**config.mk**
```make
export PLATFORM = sky130hd
export DESIGN_NAME = tile_painter
export DESIGN_NICKNAME = d
export VERILOG_FILES = /design/src/rtl/tile_painter.sv
export SDC_FILE = /design/constraint.sdc
export NUM_CORES = 1
export LEC_CHECK = 0
export ABC_AREA = 1
export ABC_CLOCK_PERIOD_IN_PS = 3780
export CELL_PAD_IN_SITES_DETAIL_PLACEMENT = 0
export CELL_PAD_IN_SITES_GLOBAL_PLACEMENT = 1
export CORE_MARGIN = 2
export CORE_UTILIZATION = 44
export CTS_BUF_LIST = sky130_fd_sc_hd__clkbuf_2 sky130_fd_sc_hd__clkbuf_4 sky130_fd_sc_hd__clkbuf_8
export CTS_CLUSTER_SIZE = 12
export DETAILED_ROUTE_END_ITERATION = 7
export HOLD_SLACK_MARGIN = 0.1
export PLACE_DENSITY = 0.95
export SYNTH_ARGS = -nofsm -noshare
export SYNTH_HDL_FRONTEND = slang
export SYNTH_SLANG_ARGS = --single-unit
```
**constraint.sdc**
```tcl
create_clock -name clock -period 3.78 [get_ports clock]
set_input_delay 0.756 -clock clock [delete_from_list [all_inputs] [get_ports clock]]
set_output_delay 0.756 -clock clock [all_outputs]
set_load 0.005 [all_outputs]
```
**src/rtl/tile_painter.sv**
```systemverilog
// rtl/tile_painter.sv - square tile rasteriser feeding the VGA adapter pixel-write port
//
// Purpose: takes one tile descriptor (origin, colour, erase) on start and emits
// 2^SIZE_LOG2 x 2^SIZE_LOG2 pixel writes in row-major order, one per clock,
// followed by a single-cycle done pulse.
//
// Optional build macro: TILE_BORDER_EN (1-pixel black outline on every tile).
//
// Ports:
//   clock      in   system clock, rising edge
//   resetn     in   asynchronous active-low reset
//   start      in   paint request, sampled only while idle
//   x_in       in   [7:0] tile origin column
//   y_in       in   [6:0] tile origin row
//   colour_in  in   [2:0] tile colour
//   erase      in   paint every pixel black
//   x          out  [7:0] pixel column (registered)
//   y          out  [6:0] pixel row (registered)
//   colour     out  [2:0] pixel colour (registered)
//   plot       out  pixel-write strobe
//   busy       out  paint in progress
//   done       out  single-cycle pulse after the last pixel
module tile_painter #(
  parameter int SIZE_LOG2 = 3
) (
  input  logic       clock,
  input  logic       resetn,
  input  logic       start,
  input  logic [7:0] x_in,
  input  logic [6:0] y_in,
  input  logic [2:0] colour_in,
  input  logic       erase,
  output logic [7:0] x,
  output logic [6:0] y,
  output logic [2:0] colour,
  output logic       plot,
  output logic       busy,
  output logic       done
);

  typedef enum logic [1:0] {
    S_IDLE = 2'd0,
    S_DRAW = 2'd1,
    S_DONE = 2'd2
  } state_t;

  localparam logic [SIZE_LOG2-1:0] OFF_ONE = SIZE_LOG2'(1);
  localparam logic [SIZE_LOG2-1:0] OFF_MAX = '1;

  state_t               state_q, state_d;
  logic [7:0]           ox_q, ox_d;
  logic [6:0]           oy_q, oy_d;
  logic [2:0]           col_q, col_d;
  logic [SIZE_LOG2-1:0] dx_q, dx_d;
  logic [SIZE_LOG2-1:0] dy_q, dy_d;
  logic [7:0]           x_q, x_d;
  logic [6:0]           y_q, y_d;
  logic [2:0]           colour_q, colour_d;
  logic                 plot_q, plot_d;
  logic                 busy_q, busy_d;
  logic                 done_q, done_d;
  logic [2:0]           pix_col;

  // Colour of the pixel at the current offset. Erase is already folded into
  // col_q at latch time, so only the outline needs handling here.
  always_comb begin
    pix_col = col_q;
`ifdef TILE_BORDER_EN
    if ((dx_q == '0) || (dx_q == OFF_MAX) || (dy_q == '0) || (dy_q == OFF_MAX)) begin
      pix_col = 3'b000;
    end
`endif
  end

  // Outputs are registered one stage behind the state, so busy/plot/done all
  // appear in the cycle after the state that produces them.
  always_comb begin
    state_d  = state_q;
    ox_d     = ox_q;
    oy_d     = oy_q;
    col_d    = col_q;
    dx_d     = dx_q;
    dy_d     = dy_q;
    x_d      = x_q;
    y_d      = y_q;
    colour_d = colour_q;
    plot_d   = 1'b0;
    done_d   = 1'b0;
    busy_d   = (state_q != S_IDLE);

    case (state_q)
      S_IDLE: begin
        if (start) begin
          ox_d    = x_in;
          oy_d    = y_in;
          col_d   = erase ? 3'b000 : colour_in;
          dx_d    = '0;
          dy_d    = '0;
          state_d = S_DRAW;
        end
      end
      S_DRAW: begin
        // 8-bit and 7-bit adds wrap naturally: no clipping at screen edges.
        x_d      = ox_q + 8'(dx_q);
        y_d      = oy_q + 7'(dy_q);
        colour_d = pix_col;
        plot_d   = 1'b1;
        dx_d     = dx_q + OFF_ONE;
        if (dx_q == OFF_MAX) begin
          dy_d = dy_q + OFF_ONE;
          if (dy_q == OFF_MAX) begin
            state_d = S_DONE;
          end
        end
      end
      S_DONE: begin
        done_d  = 1'b1;
        state_d = S_IDLE;
      end
      default: begin
        state_d = S_IDLE;
      end
    endcase
  end

  always_ff @(posedge clock or negedge resetn) begin
    if (!resetn) begin
      state_q  <= S_IDLE;
      ox_q     <= '0;
      oy_q     <= '0;
      col_q    <= '0;
      dx_q     <= '0;
      dy_q     <= '0;
      x_q      <= '0;
      y_q      <= '0;
      colour_q <= '0;
      plot_q   <= 1'b0;
      busy_q   <= 1'b0;
      done_q   <= 1'b0;
    end else begin
      state_q  <= state_d;
      ox_q     <= ox_d;
      oy_q     <= oy_d;
      col_q    <= col_d;
      dx_q     <= dx_d;
      dy_q     <= dy_d;
      x_q      <= x_d;
      y_q      <= y_d;
      colour_q <= colour_d;
      plot_q   <= plot_d;
      busy_q   <= busy_d;
      done_q   <= done_d;
    end
  end

  assign x      = x_q;
  assign y      = y_q;
  assign colour = colour_q;
  assign plot   = plot_q;
  assign busy   = busy_q;
  assign done   = done_q;

endmodule

```
==> results.md <==
- The worst slew margin relative to its limit is 31.8%.
- In the synthesized netlist, the number of instances is 259.
- The final non-filler cell total is 371.
- The initial standard-cell utilization of the core is 45.6%.
- The fraction of layout instances using a drive strength above 1 is 12.6%.
- sky130_fd_sc_hd__dfrtp_1 takes more of the synthesized area than any other cell.
- The H-tree was split into 2 levels.
- The clock reaches the later pin of the worst-skew pair after 0.29 ns.
- The number of remaining DRC errors is 0.
- The number of distinct standard cells referenced by the synthesized netlist is 21.
- The library cell with the highest instance count after synthesis is sky130_fd_sc_hd__nand2_1.
- The number of buffers inserted by post-CTS setup repair is 0.
- The aggregate global-route resource usage is 16.5%.
- By area the synthesized netlist is led by sky130_fd_sc_hd__dfrtp_1, sky130_fd_sc_hd__nand2_1, sky130_fd_sc_hd__nand3_1.
- The violation count after the first detailed-routing iteration is 100.
- The power density over the cells is 656 nW/um2.
- The number of nets in the layout is 334.
- The highest fanout seen on the critical path is 31.
- The floorplan has 26 rows.
- The post-synthesis async set-or-reset flop share is 100%.
- Among all flip-flop cells after synthesis, the most frequent one is sky130_fd_sc_hd__dfrtp_1.
- The setup TNS after final layout is 0 ns.
- The required arrival time at the worst endpoint is 4.00 ns.
- Synthesis inferred 47 register bits.
- The antenna cell count is 0.
- The number of hold violations in the final report came to 0.
- After synthesis the cells add up to 2330 um2.
- Dividing the detail-routed wire length by the instance count gives 11.7 um.
- Once placement completed, the tool counted placed cells totaling 363.
- For the pin with the worst max-slew slack, the measured transition is 1.02 ns.
- Summed over all cells, the static leakage comes to 1.40 nW.
- Among cell families on the critical path, the largest total delay comes from buffers and inverters.
- The die is 76.8 um wide.
- The worst setup path is launched from a primary input.
- The final critical-path required period is 2.06 ns.
- The clock passes through at most 2 buffers.
- The number of global-route vias before repair is 1,805.
- The first detailed-routing pass ran for 4 iterations.
- The total number of clock tree sinks is 47.
- The final clock period utilization by the worst path is 54.6%.
- The root buffer cell chosen for the clock tree is sky130_fd_sc_hd__clkbuf_8.
- The CTS tree is yes.
- Walking the worst path, the cells encountered are clkdlybuf4s50_1 -> nand3_2 -> inv_2 -> nand2_1 -> o21ai_2.
- Setup repair after global routing left no endpoint under its margin.
- In this run the biggest area consumer among cell types represents 50.5% of the synthesized area.
- The maximum achievable frequency is 485 MHz.
- The type of the worst setup path is in2reg.
- In this run, CTS created clock tree buffers numbering 5.
- The area growth from synthesis to layout is 22.3%.
- The stage delay of the slowest cell on the critical path is 0.55 ns.
- For the final database, setup skew stands at 0.00572 ns.
- The number of gates resized after CTS is 0.
- For this run, the share of the core covered by cells in the final layout is 55.8%.
- The number of warnings issued by yosys is 0.
- Yosys mapped a number of flops with a built-in enable equal to 0.
- The number of hold buffers added after CTS is 0.
- The type of element capturing the critical path is a register.
- The commonest cells after synthesis are sky130_fd_sc_hd__nand2_1, sky130_fd_sc_hd__dfrtp_1, sky130_fd_sc_hd__nand3_1.
- At the worst endpoint, the arrival time is 2.29 ns.
- Summed over all nets, the half-perimeter wirelength after detailed placement is 3040 um.
- The number of max-slew violations in the final report is 0.
- The die is 76.8 um tall.
- The total overflow left after global routing is 0.
- The wire length after detailed routing is 4340 um.
- Setup violations remaining at the end of the flow were counted as 0.
- The portion of the post-synthesis area used by sequential elements is 50.5%.
- The initial antenna violation count came to 0.
- The overall via count from detail_route is 1,753.
- The total of max-cap violations is 0.
- The core footprint is 5110 um2.
- The number of nets produced by synthesis is 293.
- Once detail routing completed, the nets flagged for antenna violations numbered 0.
- Each instance of the synthesized netlist takes up on average 9.00 um2.
- The total I/O pin count is 43.
- The flow ran to the end, and the final reports show no timing, DRC or antenna violations.
- Entering global routing, the biggest net connects 48 pins.
- The number of buffers and inverters on the critical path is 2.
- The clock transition at the registers of the reported paths is 0.08 ns.
- The floorplan die area is 5890 um2.
- For this design, the slowest cell found on the critical path is sky130_fd_sc_hd__inv_2.
- The count of buffers from port buffering is 42.
- The ratio of routed vias to standard cells is 4.73.
- The first global-routing pass estimated 7890 um of wire.
- The path class of the tightest hold or removal check is reg2reg.
- The worst supply voltage drop on vdd is 0.000215 V.
- Routability-driven placement finished with a final weighted congestion of 0.774.
## area by class of cell
| class | instances | area, um2 |
|---|---|---|
| Clock buffer | 8 | 104 |
| Multi-Input combinational cell | 172 | 945 |
| Sequential cell | 47 | 1180 |
| Fill cell | 484 | 2260 |
| Inverter | 32 | 123 |
| Tap cell | 70 | 87.6 |
| Timing Repair Buffer | 42 | 415 |
## registers in the layout, indices dropped and copies added, names as in the netlist
signal,cells
busy,1
col_q,3
colour,3
done,1
dx_q,3
dy_q,3
ox_q,8
oy_q,7
plot,1
state_q,2
x,8
y,7
## routing by layer
metal | GRT usage [%] | up-vias | share of wire [%]
met5 | 0 | - | 0
met4 | 4.91 | 0 | 1.5
met3 | 4.00 | 8 | 3.8
met2 | 27.9 | 36 | 47
met1 | 20.9 | 808 | 48
li1 | - | 901 | -
## worst register-to-register path, cell delays in order (launching register included)
cell and delay, ns:
sky130_fd_sc_hd__dfrtp_1 0.42, sky130_fd_sc_hd__ha_1 0.23, sky130_fd_sc_hd__inv_1 0.07, sky130_fd_sc_hd__fa_1 0.39, sky130_fd_sc_hd__inv_1 0.07, sky130_fd_sc_hd__nand2_1 0.06, sky130_fd_sc_hd__nand2_1 0.13, sky130_fd_sc_hd__nand3_1 0.09
sky130_fd_sc_hd__nand2_1 0.06, sky130_fd_sc_hd__nand3_1 0.06, sky130_fd_sc_hd__nand2_1 0.08
## worst paths after layout
kind	startpoint	end	slack (ns)	depth (start not counted)
min reg2reg	state_q[0]$_DFFE_PN0P_	done$_DFF_PN0_	0.44	1
min	state_q[0]$_DFFE_PN0P_	done$_DFF_PN0_	0.44	1
min in group asynchronous	resetn	y[2]$_DFFE_PN0P_	0.63	1
max reg2reg	dx_q[0]$_DFFE_PN0P_	x[6]$_DFFE_PN0P_	2.08	10
max in group asynchronous	resetn	done$_DFF_PN0_	2.51	1
max	start	ox_q[5]$_DFFE_PN0P_	1.72	5
## stage by stage
step                power, mW  setup WS (ns)  cell area [um2]  hold WS (ns)
finish                   1.87           1.72             2850         0.442
global route             2.04           1.60             2850         0.465
CTS                      1.89           1.70             2850         0.443
detailed placement       1.55           1.39             2750         0.432
global placement         1.53           1.42             2750         0.432
floorplan                1.26           2.27             2330         0.421
## layout by cell type (no fill, tap or decap), types with 3 or more instances in the layout
cell / instances
sky130_fd_sc_hd__clkdlybuf4s50_1: 41
sky130_fd_sc_hd__nand2_1: 90
sky130_fd_sc_hd__inv_2: 3
sky130_fd_sc_hd__nor2_1: 5
sky130_fd_sc_hd__o21ai_1: 3
sky130_fd_sc_hd__nand2_2: 3
sky130_fd_sc_hd__o21ai_2: 17
sky130_fd_sc_hd__clkbuf_8: 7
sky130_fd_sc_hd__dfrtp_1: 47
sky130_fd_sc_hd__inv_1: 28
sky130_fd_sc_hd__nand4_1: 4
sky130_fd_sc_hd__ha_1: 10
sky130_fd_sc_hd__nand3_1: 30
## logic make-up (layout without fill, tap and decap cells)
logic type | after synthesis | in the layout | synth area share [%]
buf+inv | 40 | 82 | 8.97
compound gates | 24 | 24 | 8.06
simple gates | 136 | 136 | 25.4
fa+ha+maj | 12 | 12 | 7.09
flops | 47 | 47 | 50.5
## report_power, final
part	internal [mW]	leakage (nW)	switching, mW
sequential	0.682	0.579	0.122
clock	0.174	0.0549	0.158
combinational	0.373	0.768	0.362
(Power assumes the default switching activity.)
